<file path="src/rtl/pulse_train_pkg.sv">
// Shared state encoding and mode constants for the pulse train generator.
package pulse_train_pkg;

    typedef enum logic [1:0] {
        IDLE,
        DELAY,
        HIGH,
        LOW
    } state_e;

    localparam logic MODE_BURST = 1'b0;
    localparam logic MODE_CONT  = 1'b1;

endpackage

</file>
<file path="src/rtl/pulse_down_counter.sv">
// Loadable down counter with zero-to-one load clamping; used for phase timing
// and for the burst pulse count.
module pulse_down_counter #(
    parameter int unsigned W = 8
) (
    input  logic         clock,
    input  logic         reset,
    input  logic         load_i,
    input  logic [W-1:0] load_val_i,
    input  logic         dec_i,
    output logic         zero_o
);

    logic [W-1:0] cnt_q, cnt_d;

    always_comb begin
        cnt_d = cnt_q;
        if (load_i) begin
            cnt_d = (load_val_i == '0) ? W'(1) : load_val_i;
        end else if (dec_i && (cnt_q != '0)) begin
            cnt_d = cnt_q - W'(1);
        end
    end

    always_ff @(posedge clock or posedge reset) begin
        if (reset) begin
            cnt_q <= '0;
        end else begin
            cnt_q <= cnt_d;
        end
    end

    // Set while the current unit is the last one before reaching zero.
    assign zero_o = (cnt_q <= W'(1));

endmodule

</file>
<file path="src/rtl/pulse_train_gen.sv">
// Burst / continuous pulse train generator triggered on a rising edge of `on`.
// Optional `abort` input is enabled by defining PULSE_TRAIN_ABORT_EN.
module pulse_train_gen
    import pulse_train_pkg::*;
#(
    parameter int unsigned CNT_W    = 8,
    parameter int unsigned BURST_W  = 4,
    parameter logic        IDLE_LVL = 1'b0
) (
    input  logic               clock,
    input  logic               reset,
    input  logic               on,
    input  logic               mode,
    input  logic [CNT_W-1:0]   delay,
    input  logic [CNT_W-1:0]   high_len,
    input  logic [CNT_W-1:0]   low_len,
    input  logic [BURST_W-1:0] count,
`ifdef PULSE_TRAIN_ABORT_EN
    input  logic               abort,
`endif
    output logic               signal,
    output logic               busy,
    output logic               done
);

    state_e             state_q, state_d;
    logic               on_q;
    logic               mode_q;
    logic [CNT_W-1:0]   high_q, low_q;
    logic               signal_q, busy_q, done_q, done_d;
    logic               trig, start;
    logic               ph_load, ph_dec, ph_zero;
    logic [CNT_W-1:0]   ph_val;
    logic               pc_load, pc_dec, pc_zero;
    logic               abort_hit;

`ifdef PULSE_TRAIN_ABORT_EN
    assign trig      = on & ~on_q & ~abort;
    assign abort_hit = abort & (state_q != IDLE);
`else
    assign trig      = on & ~on_q;
    assign abort_hit = 1'b0;
`endif

    // A trigger landing in the done cycle is dropped; `on` must fall and rise again.
    assign start = (state_q == IDLE) & trig & ~done_q;

    always_comb begin
        state_d = state_q;
        done_d  = 1'b0;
        ph_load = 1'b0;
        ph_dec  = 1'b0;
        ph_val  = high_q;
        pc_load = 1'b0;
        pc_dec  = 1'b0;
        unique case (state_q)
            IDLE: begin
                if (start) begin
                    pc_load = 1'b1;
                    ph_load = 1'b1;
                    if (delay != '0) begin
                        state_d = DELAY;
                        ph_val  = delay;
                    end else begin
                        state_d = HIGH;
                        ph_val  = high_len;
                    end
                end
            end
            DELAY: begin
                if (ph_zero) begin
                    state_d = HIGH;
                    ph_load = 1'b1;
                    ph_val  = high_q;
                end else begin
                    ph_dec = 1'b1;
                end
            end
            HIGH: begin
                if (ph_zero) begin
                    if ((mode_q == MODE_BURST) ? !pc_zero : on) begin
                        state_d = LOW;
                        ph_load = 1'b1;
                        ph_val  = low_q;
                        pc_dec  = 1'b1;
                    end else begin
                        state_d = IDLE;
                        done_d  = 1'b1;
                    end
                end else begin
                    ph_dec = 1'b1;
                end
            end
            LOW: begin
                if (ph_zero) begin
                    if ((mode_q == MODE_BURST) || on) begin
                        state_d = HIGH;
                        ph_load = 1'b1;
                        ph_val  = high_q;
                    end else begin
                        state_d = IDLE;
                        done_d  = 1'b1;
                    end
                end else begin
                    ph_dec = 1'b1;
                end
            end
        endcase
        if (abort_hit) begin
            state_d = IDLE;
            done_d  = 1'b0;
            ph_load = 1'b0;
            ph_dec  = 1'b0;
            pc_load = 1'b0;
            pc_dec  = 1'b0;
        end
    end

    always_ff @(posedge clock or posedge reset) begin
        if (reset) begin
            state_q  <= IDLE;
            on_q     <= 1'b0;
            mode_q   <= MODE_BURST;
            high_q   <= '0;
            low_q    <= '0;
            signal_q <= IDLE_LVL;
            busy_q   <= 1'b0;
            done_q   <= 1'b0;
        end else begin
            state_q  <= state_d;
            on_q     <= on;
            signal_q <= (state_d == HIGH) ? ~IDLE_LVL : IDLE_LVL;
            busy_q   <= (state_d != IDLE);
            done_q   <= done_d;
            if (start) begin
                mode_q <= mode;
                high_q <= high_len;
                low_q  <= low_len;
            end
        end
    end

    pulse_down_counter #(
        .W (CNT_W)
    ) u_phase_cnt (
        .clock      (clock),
        .reset      (reset),
        .load_i     (ph_load),
        .load_val_i (ph_val),
        .dec_i      (ph_dec),
        .zero_o     (ph_zero)
    );

    pulse_down_counter #(
        .W (BURST_W)
    ) u_pulse_cnt (
        .clock      (clock),
        .reset      (reset),
        .load_i     (pc_load),
        .load_val_i (count),
        .dec_i      (pc_dec),
        .zero_o     (pc_zero)
    );

    assign signal = signal_q;
    assign busy   = busy_q;
    assign done   = done_q;

endmodule

</file>
<file path="config.mk">
export PLATFORM = sky130hd
export DESIGN_NAME = pulse_train_gen
export DESIGN_NICKNAME = d
export VERILOG_FILES = /design/src/rtl/pulse_train_pkg.sv /design/src/rtl/pulse_down_counter.sv /design/src/rtl/pulse_train_gen.sv
export SDC_FILE = /design/constraint.sdc
export NUM_CORES = 1
export LEC_CHECK = 0
export ABC_AREA = 1
export CAP_MARGIN = 40
export CORE_MARGIN = 1.5
export CORE_UTILIZATION = 59
export DETAILED_ROUTE_END_ITERATION = 8
export GPL_ROUTABILITY_DRIVEN = 0
export PLACE_DENSITY = 0.91
export SLEW_MARGIN = 20
export SYNTH_ARGS = -nofsm -noshare
export SYNTH_HDL_FRONTEND = slang
export SYNTH_SLANG_ARGS = --single-unit
</file>
<file path="constraint.sdc">
create_clock -name clock -period 3.1 [get_ports clock]
set_input_delay 0.62 -clock clock [delete_from_list [all_inputs] [get_ports clock]]
set_output_delay 0.62 -clock clock [all_outputs]
set_load 0.005 [all_outputs]
</file>
Word-level counts from Yosys, hierarchy flattened
Index checks and enable logic that the tools add are counted.
{"block": "word_totals", "ff_bits": 35, "out_inout_bits": 3, "elab_cells": 76}
{"block": "op_classes", "add_sub_neg": 2, "magnitude_cmp": 2, "n_eq_ne": 4, "mux": 37, "bitwise_logic": 6, "reduce_logical": 15}
{"operator": "8-bit 2-to-1 mux", "n": 7}
{"operator": "8-bit case mux with 3 select lines", "n": 1}
{"operator": "1-bit 2-to-1 mux", "n": 16}
{"operator": "8-bit nonzero test", "n": 2}
{"operator": "2-bit 2-to-1 mux", "n": 7}
{"operator": "4-bit 2-to-1 mux", "n": 3}
{"operator": "8-bit by 1-bit <= comparator with 1-bit output, second input constant", "n": 1}
{"operator": "8-bit logical NOT", "n": 1}
{"operator": "2-bit case mux with 4 select lines", "n": 1}
{"operator": "8-bit by 1-bit subtractor with 8-bit output, second input constant", "n": 1}
{"operator": "2-bit equality test, second input constant", "n": 3}
{"operator": "2-bit nonzero test", "n": 3}
{"operator": "4-bit by 1-bit <= comparator with 1-bit output, second input constant", "n": 1}
{"operator": "4-bit logical NOT", "n": 1}
{"operator": "1-bit case mux with 4 select lines", "n": 1}
{"operator": "4-bit nonzero test", "n": 1}
{"operator": "4-bit by 1-bit subtractor with 4-bit output, second input constant", "n": 1}
{"operator": "1-bit AND", "n": 3}
{"operator": "1-bit inverter", "n": 3}
{"operator": "3-bit OR reduction", "n": 1}
{"operator": "2-bit by 1-bit equality test with 1-bit output, second input constant", "n": 1}
{"operator": "1-bit logical AND", "n": 2}
{"operator": "2-bit logical NOT", "n": 1}
{"operator": "1-bit case mux with 2 select lines", "n": 1}
{"operator": "other kinds (3)", "n": 3}

Logic depth before layout (Yosys ltp)
{"block": "depth", "word_depth": 9, "depth_mapped": 17}

Modules after synthesis
Synthesis repeated with hierarchy kept, for this count alone.
{"block": "hier_totals", "hier_cells": 365, "area_unflattened_um2": 2441.1}
{"mod": "pulse_train_gen", "n_inst": 1, "cells_each": 218, "area_each_um2": 1468.9, "seq_area_each_um2": 575.6}
{"mod": "pulse_down_counter (u_phase_cnt)", "n_inst": 1, "cells_each": 99, "area_each_um2": 635.6, "seq_area_each_um2": 200.2}
{"mod": "pulse_down_counter (u_pulse_cnt)", "n_inst": 1, "cells_each": 48, "area_each_um2": 336.6, "seq_area_each_um2": 100.1}

Least setup slack after synthesis
Ideal clock, no wire load.
{"block": "synth_path", "kind": "flip-flop to flip-flop", "from": "register u_phase_cnt.cnt_q[0]", "to": "register u_phase_cnt.cnt_q[0]", "arrival_time_ns": 1.738, "required_time_ns": 2.984, "slack_ns": 1.245, "stages_incl_launch_ff": 15, "synth_period_minus_slack_ns": 1.855, "path_cell_list": "dfrtp_1 inv_1 ha_1 nor2_1 nor2_1 nand2_2 nor2_8 nand2_2 o21ai_2 o21ai_2 buf_6 nor3_1 nand2_1 nand2_1 nand2_1"}
{"block": "synth_via", "elab_chain_len": 6, "word_cells_on_any_way": 17, "classes_between": "1 x add/sub; 1 x order compare; 11 x mux; 4 x reduce/logical"}
{"element": "start, declared", "line_no": "pulse_down_counter.sv:14", "rtl": "logic [W-1:0] cnt_q, cnt_d;"}
{"element": "start signal, assigned", "line_no": "pulse_down_counter.sv:29", "rtl": "cnt_q <= cnt_d;"}
{"element": "8-bit by 1-bit <= comparator with 1-bit output", "line_no": "pulse_down_counter.sv:34", "rtl": "assign zero_o = (cnt_q <= W'(1));"}
{"element": "8-bit 2-to-1 mux", "line_no": "pulse_train_gen.sv:80", "rtl": "if (ph_zero) begin"}
{"element": "8-bit case mux with 3 select lines", "line_no": "pulse_train_gen.sv:56", "rtl": "unique case (state_q)"}
{"element": "8-bit logical NOT", "line_no": "pulse_down_counter.sv:19", "rtl": "cnt_d = (load_val_i == '0) ? W'(1) : load_val_i;"}
{"element": "8-bit 2-to-1 mux", "line_no": "pulse_down_counter.sv:19"}
{"element": "8-bit 2-to-1 mux", "line_no": "pulse_down_counter.sv:18", "rtl": "if (load_i) begin"}
Parallel ways exist; a longest one is shown, timed or not. The select of a mux whose other input is x is not followed.
A chain may end at the register's enable or synchronous reset.

Worst setup path in the final report
{"block": "layout_path", "from": "input port on", "to": "register u_phase_cnt.cnt_q[0]"}
{"block": "layout_via", "elab_chain_len": 8, "word_cells_on_any_way": 19, "classes_between": "13 x mux; 3 x bitwise; 3 x reduce/logical"}
{"element": "start, declared", "line_no": "pulse_train_gen.sv:12", "rtl": "input logic on,"}
{"element": "1-bit AND", "line_no": "pulse_train_gen.sv:41", "rtl": "assign trig = on & ~on_q;"}
{"element": "1-bit AND (2 in a row)", "line_no": "pulse_train_gen.sv:46", "rtl": "assign start = (state_q == IDLE) & trig & ~done_q;"}
{"element": "8-bit 2-to-1 mux", "line_no": "pulse_train_gen.sv:58", "rtl": "if (start) begin"}
{"element": "8-bit case mux with 3 select lines", "line_no": "pulse_train_gen.sv:56"}
{"element": "8-bit logical NOT", "line_no": "pulse_down_counter.sv:19"}
{"element": "8-bit 2-to-1 mux", "line_no": "pulse_down_counter.sv:19"}
{"element": "8-bit 2-to-1 mux", "line_no": "pulse_down_counter.sv:18"}
Parallel ways exist; a longest one is shown, timed or not.

==> results.json <==
{
  "total_power_mw": 2.67,
  "slowest_delay_ps": 510,
  "finalHoldViolCount": 0,
  "power_density_mw_per_mm2": 937,
  "synth.distinct_cells": 30,
  "dieArea_mm2": 0.00441,
  "ant_nets": 0,
  "synthArstFlopShare": 1.00,
  "leakagePower_nw": 1.46,
  "cts.path.max_buffers": 2,
  "final_net_count": 426,
  "synth_seq_area_share": 0.369,
  "critPathLaunchType": "primary input",
  "min_period_ps": 2420,
  "fmax_ghz": 0.413,
  "fillers": 286,
  "end_kind": "flop",
  "path_cells": "clkdlybuf4s50_1 -> inv_1 -> nor2_4 -> nand3_2 -> nand2_1 -> nand2_1 -> clkinv_1 -> nand2_1 -> nand2_1 -> nand2_1 -> nor2_1 -> nand2_1 -> nor2_1 -> nand2_1 -> nand2_1 -> nand2_1 -> nand2_1",
  "status": "completed",
  "finalClockSkew_ps": 6.65,
  "cp_data_arrival_time_ps": 2660,
  "htreeDepth": 2,
  "peakVddDrop_uv": 700,
  "cp_common_cell": "nand2_1",
  "synth_warnings": 0,
  "final_common_cell": "nand2_1",
  "cp_top_family": "simple AND/OR/NAND/NOR gates",
  "ys_ff_latch": 35,
  "track_usage": 0.294,
  "fin_setup_tns_ps": 0,
  "ys.flop_type": "dfrtp_1",
  "grt_pass1_vias": 2224,
  "io_buffers": 34,
  "post-route-period-util": 0.781,
  "firstDrtPassIters": 7,
  "core_mm2": 0.00377,
  "drt-total-wl_um": 5770,
  "viasPerCell": 5.37,
  "ctsHoldBuffers": 0,
  "dr_total_vias": 2353,
  "crit_slowest_cell": "clkdlybuf4s50_1",
  "drv_cap": 0,
  "synth_edf_count": 0,
  "grt_max_degree": 37,
  "cts.repair.resized": 0,
  "antenna_found_initial": 0,
  "start_util": 0.630,
  "crit_buf_inv": 3,
  "cts_setup_buffers": 0,
  "grt_pass1_wl_um": 9790,
  "die_w_um": 66.4,
  "final_cell_area_mm2": 0.00286,
  "root_buffer": "clkbuf_8",
  "row_count": 22,
  "rsz0062_at_grt": "false",
  "die_y_um": 66.4,
  "syn_avg_cell_area_um2": 6.73,
  "cts.clk_slew.worst_paths_ps": 80,
  "criticalPathCategory": "primary input to flop",
  "required_ps": 3340,
  "setup_viol": 0,
  "overflow": 0,
  "final_cell_mix": "122 x nand2_1, 55 x nor2_1, 35 x dfrtp_1",
  "cts_tree": "done",
  "dp_hpwl_um": 4240,
  "syn2layout_area_growth_pct": 20.2,
  "wl_per_cell_um": 13.2,
  "clk_latency_ps": 290,
  "postSynthCellCount": 353,
  "drive_gt1_frac": 0.0974,
  "drtIter0Drc": 119,
  "place_area_mm2": 0.00274,
  "cts_sinks": 35,
  "slew_violations": 0,
  "drcViolationCount": 0,
  "critical_path.max_fanout": 8,
  "max_slew_margin": 0.567,
  "diodes": 0,
  "syn_area_mm2": 0.00237,
  "pin_count": 35,
  "synth_nets": 390,
  "tightest_slew_ps": 647,
  "cts_buffers": 5,
  "hold_class": "flop to flop"
}
==> per-stage QoR <==
stage | std cells | util | worst slack [ps] | hold WS [ps]
after floorplan | 353 | - | 1250 | 450
after global placement | 430 | 0.727 | 539 | 467
after detailed placement | 430 | 0.727 | 495 | 469
after CTS | 438 | 0.757 | 762 | 494
after global routing | 438 | 0.757 | 484 | 529
final | 438 | 0.757 | 678 | 501
==> worst paths after layout <==
path / startpoint / to / slack, ps / depth (start not counted)
max in group asynchronous: reset / on_q / 2050 / 3
hold / removal: low_q[6] / low_q[6] / 500 / 2
hold reg to reg: low_q[6] / low_q[6] / 500 / 2
min in group asynchronous: reset / low_q[5] / 730 / 3
setup / recovery: on / u_phase_cnt.cnt_q[0] / 680 / 17
setup reg to reg: u_phase_cnt.cnt_q[1] / u_phase_cnt.cnt_q[0] / 830 / 16
==> worst register-to-register path: cells and delay by family, from the launching register on <==
kind	cells	cell delay, ps
buffers and inverters	2	180
DFF	1	400
and+or+nand+nor	13	1380
adders and majority gates	1	250
==> final cells by class <==
type | count | area [um2] | share of cell area
multi-input cells | 267 | 1280 | 0.449
well taps | 48 | 60.1 | 0.0210
repair buffers | 37 | 363 | 0.127
inverters | 43 | 161 | 0.0565
clock inverters | 3 | 43.8 | 0.0153
flip-flops and latches | 35 | 876 | 0.307
clock buffers | 5 | 68.8 | 0.0241
==> where the power goes <==
group	total [mW]	internal (mW)	switching (mW)
combinational	1.38	0.511	0.867
sequential	0.877	0.678	0.199
clock	0.420	0.239	0.180
total	2.67	1.43	1.25
==> cells by family (layout without fill, tap and decap cells) <==
| family | count (synthesis) | after routing | synth area share |
|---|---|---|---|
| buf+inv | 51 | 88 | 0.0911 |
| xor+xnor | 6 | 6 | 0.0221 |
| simple gates | 219 | 219 | 0.405 |
| compound gates | 37 | 37 | 0.0869 |
| fa+ha+maj | 5 | 5 | 0.0263 |
| flops | 35 | 35 | 0.369 |
==> sequential cells by signal, indices dropped and copies added, names as in the netlist <==
name / cells
on_q: 1
high_q: 8
u_pulse_cnt.cnt_q: 4
low_q: 8
mode_q: 1
u_phase_cnt.cnt_q: 8
signal: 1
busy: 1
done: 1
state_q: 2
==> cell usage after synthesis, types with 5 or more instances <==
master   instances  area (um2)
dfrtp_1         35         876
inv_2            8        30.0
nand4_1          5        31.3
nor3_1           5        25.0
nand3_1         15        75.1
nor2_1          55         206
o21ai_0         16        80.1
ha_1             5        62.6
inv_1           32         120
a21oi_1          9        45.0
nand2_1        122         458
==> metal layers <==
metal	GRT usage	up-vias	routed length, um
li1	-	1163	-
met1	0.377	1088	2410
met2	0.485	82	2900
met3	0.0664	20	318
met4	0.105	0	147
met5	0	-	0
Power figures use the tool's default switching activity.
